`config.mk`:
```
export PLATFORM = sky130hd
export DESIGN_NAME = scanner_bank_flat
export DESIGN_NICKNAME = d
export VERILOG_FILES = /design/src/rtl/scanner_bank_if.sv /design/src/rtl/scanner_bank.sv /design/src/flat_wrapper.sv
export SDC_FILE = /design/constraint.sdc
export NUM_CORES = 1
export LEC_CHECK = 0
export ABC_CLOCK_PERIOD_IN_PS = 2690
export BUFFER_PORTS_ARGS = -buffer_cell sky130_fd_sc_hd__buf_2
export CAP_MARGIN = 10
export CORE_MARGIN = 8
export CORE_UTILIZATION = 25
export DETAILED_ROUTE_END_ITERATION = 6
export GPL_TIMING_DRIVEN = 0
export PLACE_DENSITY = 0.45
export SYNTH_ARGS = -nofsm -noshare
export SYNTH_HDL_FRONTEND = slang
export SYNTH_SLANG_ARGS = --single-unit
export TNS_END_PERCENT = 1
```
`constraint.sdc`:
```
create_clock -name clk -period 2.69 [get_ports clk]
set_clock_uncertainty 0.2 [all_clocks]
set_input_delay 0.807 -clock clk [delete_from_list [all_inputs] [get_ports clk]]
set_output_delay 0.807 -clock clk [all_outputs]
set_load 0.05 [all_outputs]
```
`src/rtl/scanner_bank_if.sv`:
```
// scanner_bank_if: tick/request inputs and per-channel status of the bank.
// Master drives the step enable and request pulses, slave reports state.
interface scanner_bank_if #(
  parameter int NUM_SCAN = 3,
  parameter int DEPTH    = 10,
  parameter int PW       = $clog2(DEPTH + 1),
  parameter int CW       = $clog2(NUM_SCAN)
);
  logic                     tick;
  logic                     power_on;
  logic                     start_transfer;
  logic [3*NUM_SCAN-1:0]    state;
  logic [PW*NUM_SCAN-1:0]   prog;
  logic [NUM_SCAN-1:0]      ready;
  logic                     xfer_busy;
  logic [CW-1:0]            xfer_chan;

  modport master (
    output tick, power_on, start_transfer,
    input  state, prog, ready, xfer_busy, xfer_chan
  );

  modport slave (
    input  tick, power_on, start_transfer,
    output state, prog, ready, xfer_busy, xfer_chan
  );
endinterface

```
`src/rtl/scanner_bank.sv`:
```
// scanner_bank: round-robin relay of buffered scanner channels sharing
// one transfer path; a full channel hands scanning duty to the next one.
module scanner_bank #(
  parameter int NUM_SCAN  = 3,
  parameter int DEPTH     = 10,
  parameter int AUTO_XFER = 0,
  parameter int PW        = $clog2(DEPTH + 1),
  parameter int CW        = $clog2(NUM_SCAN)
) (
  input  logic           clk,
  input  logic           reset,
  scanner_bank_if.slave  bus
);
  typedef enum logic [2:0] {
    LOWP = 3'd0, STBY = 3'd1, SCAN = 3'd2,
    IDLE = 3'd3, XFER = 3'd4, FLSH = 3'd5
  } st_e;

  localparam logic [PW-1:0] FULL = PW'(DEPTH);
  localparam logic [PW-1:0] HALF = PW'(DEPTH / 2);
  localparam logic [PW-1:0] ONE  = PW'(1);

  st_e           st_q   [NUM_SCAN];
  st_e           st_d   [NUM_SCAN];
  logic [PW-1:0] prog_q [NUM_SCAN];
  logic [PW-1:0] prog_d [NUM_SCAN];
  logic [NUM_SCAN-1:0] pscan_q, pscan_d;
  logic          pon_q, pon_d;
  logic          pxf_q, pxf_d;
  logic [CW-1:0] rr_q, rr_d;
  logic [CW-1:0] chan_q, chan_d;

  logic [NUM_SCAN-1:0] take, half, grant;
  logic          all_low, any_xfer;

  // Relay events and grant are all evaluated on pre-edge state.
  always_comb begin
    int idx;
    logic found;
    logic [PW-1:0] inc;
    all_low  = 1'b1;
    any_xfer = 1'b0;
    take     = '0;
    half     = '0;
    grant    = '0;
    found    = 1'b0;
    rr_d     = rr_q;
    chan_d   = chan_q;
    for (int i = 0; i < NUM_SCAN; i++) begin
      if (st_q[i] != LOWP) all_low = 1'b0;
      if (st_q[i] == XFER) any_xfer = 1'b1;
    end
    for (int i = 0; i < NUM_SCAN; i++) begin
      inc = prog_q[i] + ONE;
      if (bus.tick && st_q[i] == SCAN) begin
        if (inc == FULL) take[(i + 1) % NUM_SCAN] = 1'b1;
        if (inc == HALF) half[(i + 1) % NUM_SCAN] = 1'b1;
      end
    end
    for (int k = 1; k <= NUM_SCAN; k++) begin
      idx = int'(rr_q) + k;
      if (idx >= NUM_SCAN) idx = idx - NUM_SCAN;
      if (bus.tick && (pxf_q || AUTO_XFER != 0) && !any_xfer &&
          !found && st_q[idx] == IDLE) begin
        grant[idx] = 1'b1;
        found      = 1'b1;
        rr_d       = CW'(idx);
        chan_d     = CW'(idx);
      end
    end
    pon_d = all_low && (bus.power_on || (pon_q && !bus.tick));
    pxf_d = bus.start_transfer || (pxf_q && !bus.tick);
  end

  always_comb begin
    for (int i = 0; i < NUM_SCAN; i++) begin
      st_d[i]    = st_q[i];
      prog_d[i]  = prog_q[i];
      pscan_d[i] = pscan_q[i];
      if (bus.tick) begin
        case (st_q[i])
          LOWP: begin
            if (take[i] || (i == 0 && pon_q)) begin
              st_d[i]   = SCAN;
              prog_d[i] = '0;
            end else if (half[i]) begin
              st_d[i] = STBY;
            end
          end
          STBY: begin
            if (take[i]) begin
              st_d[i]   = SCAN;
              prog_d[i] = '0;
            end
          end
          SCAN: begin
            prog_d[i] = prog_q[i] + ONE;
            if (prog_q[i] + ONE == FULL) st_d[i] = IDLE;
          end
          IDLE: begin
            if (grant[i]) st_d[i] = XFER;
            else if (take[i]) st_d[i] = FLSH;
            if (take[i]) pscan_d[i] = 1'b1;
          end
          XFER, FLSH: begin
            prog_d[i] = prog_q[i] - ONE;
            if (prog_q[i] == ONE) begin
              st_d[i]    = (pscan_q[i] || take[i]) ? SCAN : LOWP;
              pscan_d[i] = 1'b0;
            end else if (take[i]) begin
              pscan_d[i] = 1'b1;
            end
          end
          default: begin
            st_d[i]    = LOWP;
            prog_d[i]  = '0;
            pscan_d[i] = 1'b0;
          end
        endcase
      end
    end
  end

  always_ff @(posedge clk or negedge reset) begin
    if (!reset) begin
      for (int i = 0; i < NUM_SCAN; i++) begin
        st_q[i]   <= LOWP;
        prog_q[i] <= '0;
      end
      pscan_q <= '0;
      pon_q   <= 1'b0;
      pxf_q   <= 1'b0;
      rr_q    <= CW'(NUM_SCAN - 1);
      chan_q  <= '0;
    end else begin
      for (int i = 0; i < NUM_SCAN; i++) begin
        st_q[i]   <= st_d[i];
        prog_q[i] <= prog_d[i];
      end
      pscan_q <= pscan_d;
      pon_q   <= pon_d;
      pxf_q   <= pxf_d;
      rr_q    <= rr_d;
      chan_q  <= chan_d;
    end
  end

  logic [3*NUM_SCAN-1:0]  state_w;
  logic [PW*NUM_SCAN-1:0] prog_w;
  logic [NUM_SCAN-1:0]    rdy_w;
  logic                   busy_w;

  always_comb begin
    state_w = '0;
    prog_w  = '0;
    rdy_w   = '0;
    busy_w  = 1'b0;
    for (int i = 0; i < NUM_SCAN; i++) begin
      state_w[3*i +: 3]  = st_q[i];
      prog_w[PW*i +: PW] = prog_q[i];
      rdy_w[i]           = (st_q[i] == IDLE);
      if (st_q[i] == XFER) busy_w = 1'b1;
    end
  end

  assign bus.state     = state_w;
  assign bus.prog      = prog_w;
  assign bus.ready     = rdy_w;
  assign bus.xfer_busy = busy_w;
  assign bus.xfer_chan = chan_q;
endmodule

```
`src/flat_wrapper.sv`:
```
// flat-port wrapper written by rule: the top's interface ports become plain ports
module scanner_bank_flat 
#(
  parameter int NUM_SCAN  = 3,
  parameter int DEPTH     = 10,
  parameter int AUTO_XFER = 0,
  parameter int PW        = $clog2(DEPTH + 1),
  parameter int CW        = $clog2(NUM_SCAN)
)
  (clk, reset, bus_tick, bus_power_on, bus_start_transfer, bus_state, bus_prog, bus_ready, bus_xfer_busy, bus_xfer_chan);
  scanner_bank_if #(.NUM_SCAN(NUM_SCAN), .DEPTH(DEPTH), .PW(PW), .CW(CW)) bus_i ();
  input  logic clk;
  input  logic reset;
  input wire logic [$bits(bus_i.tick)-1:0] bus_tick;
  input wire logic [$bits(bus_i.power_on)-1:0] bus_power_on;
  input wire logic [$bits(bus_i.start_transfer)-1:0] bus_start_transfer;
  output wire logic [$bits(bus_i.state)-1:0] bus_state;
  output wire logic [$bits(bus_i.prog)-1:0] bus_prog;
  output wire logic [$bits(bus_i.ready)-1:0] bus_ready;
  output wire logic [$bits(bus_i.xfer_busy)-1:0] bus_xfer_busy;
  output wire logic [$bits(bus_i.xfer_chan)-1:0] bus_xfer_chan;
  assign bus_i.tick = bus_tick;
  assign bus_i.power_on = bus_power_on;
  assign bus_i.start_transfer = bus_start_transfer;
  assign bus_state = bus_i.state;
  assign bus_prog = bus_i.prog;
  assign bus_ready = bus_i.ready;
  assign bus_xfer_busy = bus_i.xfer_busy;
  assign bus_xfer_chan = bus_i.xfer_chan;
  scanner_bank #(.NUM_SCAN(NUM_SCAN), .DEPTH(DEPTH), .AUTO_XFER(AUTO_XFER), .PW(PW), .CW(CW)) u_core (.clk(clk), .reset(reset), .bus(bus_i));
endmodule
```
# Yosys cells after proc, flatten, opt, wreduce, memory -nomap -nowiden

Cells that the tools add are included.

Register bits: 30
Word-level logic and storage cells: 230
Output and inout port bits: 27
Input port bits: 5

Bitwise logic cells: 11
Reduce and logical (&&, ||, !) cells: 50
Add/subtract/negate cells: 12
Multiplexer cells: 87
Equal/unequal tests: 45
$lt $le $gt $ge: 12

Operator list:

| cell                                                  | number |
|---|---|
| >= comparator 32 x 3 -> 1 bit (second input constant) | 6 |
| >= comparator 32 x 1 -> 1 bit (second input constant) | 3 |
| < comparator 32 x 4 -> 1 bit (second input constant)  | 3 |
| 2-to-1 mux 32 bit                                     | 3 |
| inverter 32 bit                                       | 3 |
| subtractor 32 x 3 -> 32 bit (second input constant)   | 3 |
| 2-to-1 mux 3 bit                                      | 30 |
| case mux 3 bit (5 select lines)                       | 3 |
| case mux 4 bit (4 select lines)                       | 2 |
| 2-to-1 mux 1 bit                                      | 29 |
| == test 3 x 2 -> 1 bit (second input constant)        | 9 |
| case mux 4 bit (5 select lines)                       | 1 |
| binary-select mux 3 bit (select 2 bit)                | 3 |
| == test 3 bit (second input constant)                 | 6 |
| != test 2 x 1 -> 1 bit (second input constant)        | 9 |
| != test 3 x 1 -> 1 bit (second input constant)        | 6 |
| AND reduction 6 bit                                   | 3 |
| logical AND 1 bit                                     | 16 |
| 2-to-1 mux 4 bit                                      | 4 |
| adder 4 x 1 -> 4 bit (second input constant)          | 3 |
| == test 4 x 1 -> 1 bit (second input constant)        | 3 |
| == test 4 x 3 -> 1 bit (second input constant)        | 3 |
| == test 4 bit (second input constant)                 | 3 |
| 2-to-1 mux 2 bit                                      | 6 |
| 18 further kinds                                      | 57 |

# Longest topological paths before layout

Word-level depth: 20
Mapped depth: 9
Depth with buffers taken out: 8

# Worst setup path before layout

OpenSTA, ideal clock, no wires.

Path kind: flip-flop to flip-flop
Start: reg u_core.st_q, in the netlist u_core.bus.state[6]
End: reg u_core.st_q, in the netlist u_core.bus.state[2]
Path slack: -0.123 ns
Buffers on the path: 1
Setup time: 0.139 ns
Cell stages (with the launch flop): 9
Data arrival time: 2.474 ns
Required time: 2.351 ns
Period minus slack after synthesis: 2.813 ns
Cell sequence: dfrtp_1 buf_2 nand3b_2 inv_1 a2111oi_0 a211o_1 a32o_1 nor4_1 a211oi_1

Word-level cells in the longest chain between the ends: 16
Elaborated cells between the ends (all ways): 42
Those cells by class: eq/ne: 8; mux: 20; bitwise: 2; reduce/logical: 12

Ends and longest elaborated chain:

| what                                                                                    | line                                   | RTL |
|---|---|---|
| from (decl)                                                                             | scanner_bank.sv:23                     | `st_e st_q [NUM_SCAN];` |
| from (signal, indexed assignment)                                                       | scanner_bank.sv:137                    | `st_q[i] <= st_d[i];` |
| binary-select mux 3 bit (select 2 bit) or == test 3 bit (tied branches)                 | scanner_bank.sv:64, scanner_bank.sv:51 |  |
| 2-to-1 mux 3 bit (not written as such) or 2-to-1 mux 1 bit (tied branches)              | scanner_bank.sv:64, scanner_bank.sv:51 |  |
| 2-to-1 mux 3 bit (not written as such) or zero test 1 bit (tied branches)               | scanner_bank.sv:64, scanner_bank.sv:63 |  |
| == test 3 x 2 -> 1 bit or logical AND 1 bit (tied branches)                             | scanner_bank.sv:64, scanner_bank.sv:63 |  |
| logical AND 1 bit                                                                       | scanner_bank.sv:64                     | `!found && st_q[idx] == IDLE) begin` |
| 2-to-1 mux 1 bit                                                                        | scanner_bank.sv:63                     | `if (bus.tick && (pxf_q \|\| AUTO_XFER != 0) && !any_xfer &&` |
| zero test 1 bit                                                                         | scanner_bank.sv:64                     |  |
| logical AND 1 bit                                                                       | scanner_bank.sv:63                     |  |
| logical AND 1 bit                                                                       | scanner_bank.sv:64                     |  |
| 2-to-1 mux 1 bit                                                                        | scanner_bank.sv:63                     |  |
| zero test 1 bit                                                                         | scanner_bank.sv:64                     |  |
| logical AND 1 bit                                                                       | scanner_bank.sv:63                     |  |
| logical AND 1 bit                                                                       | scanner_bank.sv:64                     |  |
| 2-to-1 mux 3 bit                                                                        | scanner_bank.sv:63                     |  |
| != test 3 x 1 -> 1 bit (no source line) or 2-to-1 mux 3 bit (tied branches)             | --                                     |  |
| AND reduction 6 bit (no source line) or case mux 3 bit (5 select lines) (tied branches) | --                                     |  |

Parallel ways exist; a longest one is shown, timed or not. The select of a mux whose other input is x is not followed.
A chain may end at the register's enable or synchronous reset.

==> metrics <==
Max Freq=0.372 GHz; worst hold-check path type=reg -> reg; vias in the first global route=2500; commonest register cell after synthesis=dfrtp_1; fin worst setup slack=0.00421 ns; post-synth cell types=76; die height=122 µm; Routed Antenna Nets=0; #FFs+latches synth=29; DR iter-0 viols=205; largest stage delay on the critical path=0.40 ns; reg2reg setup slack=0.004 ns; Max-Cap Viols=0; fin. max-slew vios=0; Setup TNS=0 ns; CTS tree=yes; commonest cells after routing, fill and taps aside=buf_2, nand2_1, nor2_1, dfrtp_1, o21ai_0; core area=10800 µm²; critical path depth in cells=9; Hold Fails Final Rpt=0; unrepaired setup endpoints after global routing=yes; Hold Slack=0.276 ns; Avg Vias per Cell=5.11; final instance area=3300 µm²; Syn Area/Cell=8.42 µm²; post-synthesis cell area=2790 µm²; Antenna diodes=0; crit path buf inv count=2; hold endpoint=u_core.bus.xfer_chan[1]; status=complete, no violations; Layout area overhead=18.5%; Mapped Nets=356; ys async rst share=100%; Startpoint Class=flip-flop; Power Density=1280 nW/µm²; Worst setup startpoint=u_core.bus.xfer_chan[0]; Final Power=4220 µW; post-synthesis cell count=331; Worst R2R Start=u_core.bus.xfer_chan[0]; Slew @ Worst Pin=0.767 ns; Worst setup EP type=flip-flop; critical path cell sequence=clkinvlp_4 -> ha_1 -> bufbuf_16 -> and4bb_2 -> nor4_1 -> a211o_1 -> a32o_2 -> o311a_1 -> o21ai_2; placed instance area=3120 µm²; # H-tree levels=2; Worst-Skew Late Latency=0.29 ns; worst rel slew slack=48.7%; Die ar.=14800 µm²; Worst R2R Path Depth=9; hold_sp=u_core.bus.xfer_chan[1]; Num CTS Buffers=5; GRT Residual Overflow=0; family with the most delay on the worst path=compound AO/OA/AOI/OAI gates; DP HPWL=6100 µm; Tmin final=2.69 ns; routability cong.=0.801; DRC viols=0; worst reg2reg path endpoint=u_core.bus.state[0]; total I/O pin count=32; CP required=2.70 ns; Worst Hold Depth=2; LEAKAGE=0.00141 µW; Tot GR Track Use=11.2%; port bufs=31; DR vias=2617; Reg clk slew, reported paths=0.07 ns; sequential share of the synthesized area=26.1%; Clock Path Buffers=2; largest net degree at the start of global routing=30; Site Rows=38; root buf cell=clkbuf_8; fin nets=396; initial antenna violation count=0; Die X=122 µm; CP max stage cell=dfrtp_2; Setup-failing EPs final=0; first-pass GRT wire length=13300 µm; per-cell routed wire length=15.8 µm; CTS Sinks=29; Hold-fix buffers, CTS=0; CP max FO=9; layout cells sized above 1=26.1%; dpl ws=-0.191 ns; Starting Density=25.7%; Peak VDD IR=0.382 mV; Setup CP Type=reg -> reg; final wirelength=8080 µm; number of flops mapped to enable cells by yosys=0; TritonRoute pass-1 iters=6; Ys Warns=0; Final period util=99.8%; Critical Path AT=2.70 ns
-- flip-flops by register name (all words and copies together), names as in the netlist --
name and cells:
u_core.bus.prog 12, u_core.bus.state 9, u_core.pscan_q 3, u_core.pxf_q 1, u_core.pon_q 1, u_core.rr_q 1
u_core.bus.xfer_chan 2
-- what timing repair did --
action,in CTS,in global routing
resized for setup,10,7
endpoints found under the hold margin,0,0
setup endpoints to repair,9,14
buffers inserted,1,1
pin swaps,4,4
-- worst max-delay path by stage --
stage                                     end  slack [ns]
after floorplan           u_core.bus.state[7]       -0.06
after global placement    u_core.bus.state[2]       -0.21
after detailed placement  u_core.bus.state[2]       -0.19
after CTS                 u_core.bus.state[0]       -0.05
after global routing      u_core.bus.state[0]       -0.09
final                     u_core.bus.state[0]       0.004
-- layer usage --
metal | share of wire (%) | up-vias | routed length, µm | track usage, %
li1 | - | 1302 | - | -
met1 | 47 | 1257 | 3840 | 14.3
met2 | 48 | 49 | 3840 | 18.8
met3 | 3.7 | 9 | 295 | 1.90
met4 | 1.2 | 0 | 100 | 4.01
met5 | 0 | - | 0 | 0
-- per-stage QoR --
stage	utilization [%]	instances
floorplan	-	331
global placement	28.8	502
detailed placement	28.8	502
CTS	30.2	511
global route	30.5	512
finish	30.5	512
-- cells by family (layout without fill, tap and decap cells) --
family,Yosys count,after routing,share of synthesized area (%)
AOI/OAI and AO/OA,107,107,28.8
xor gates and xnor gates,4,4,1.26
adders and majority gates,20,20,8.98
buffers and inverters,42,83,8.67
DFF,29,29,26.1
muxes,7,7,2.56
and+or+nand+nor,122,122,23.6
-- layout make-up --
type | instances | area (µm²)
fill | 1173 | 7540
multi-input combinational | 260 | 1890
sequential | 29 | 728
tap | 140 | 175
timing repair buffer | 33 | 170
buffer | 22 | 166
clock buffer | 8 | 90.1
inverter | 20 | 82.6
-- power breakdown --
part / leakage (µW) / total [µW] / switching [µW] / internal (µW)
clock: 0.0000455 / 388 / 180 / 209
combinational: 0.000999 / 3040 / 1970 / 1070
sequential: 0.000365 / 792 / 192 / 600
total: 0.00141 / 4220 / 2340 / 1880
-- tightest hold or removal path: cells and delay by family, from the launching register on --
family        cells  cell delay (ns)
simple gates      2             0.11
flops             1             0.34
-- cells in the mapped netlist (all sizes together) (4+ instances only) --
cell	number	area [µm²]
a211oi	5	55.1
a21oi	16	83.8
a22oi	5	37.5
and2	4	25.0
buf	11	85.1
clkbuf	10	48.8
dfrtp	28	701
ha	20	250
inv	20	75.1
mux2i	6	60.1
nand2	36	135
nand3	8	40.0
nand3b	5	41.3
nor2	30	113
nor3	10	50.1
o211ai	5	42.5
o21ai	25	125
o221ai	4	35.0
o22a	4	35.0
xor2	4	35.0
Note: power is estimated with default switching activity, not from simulation.
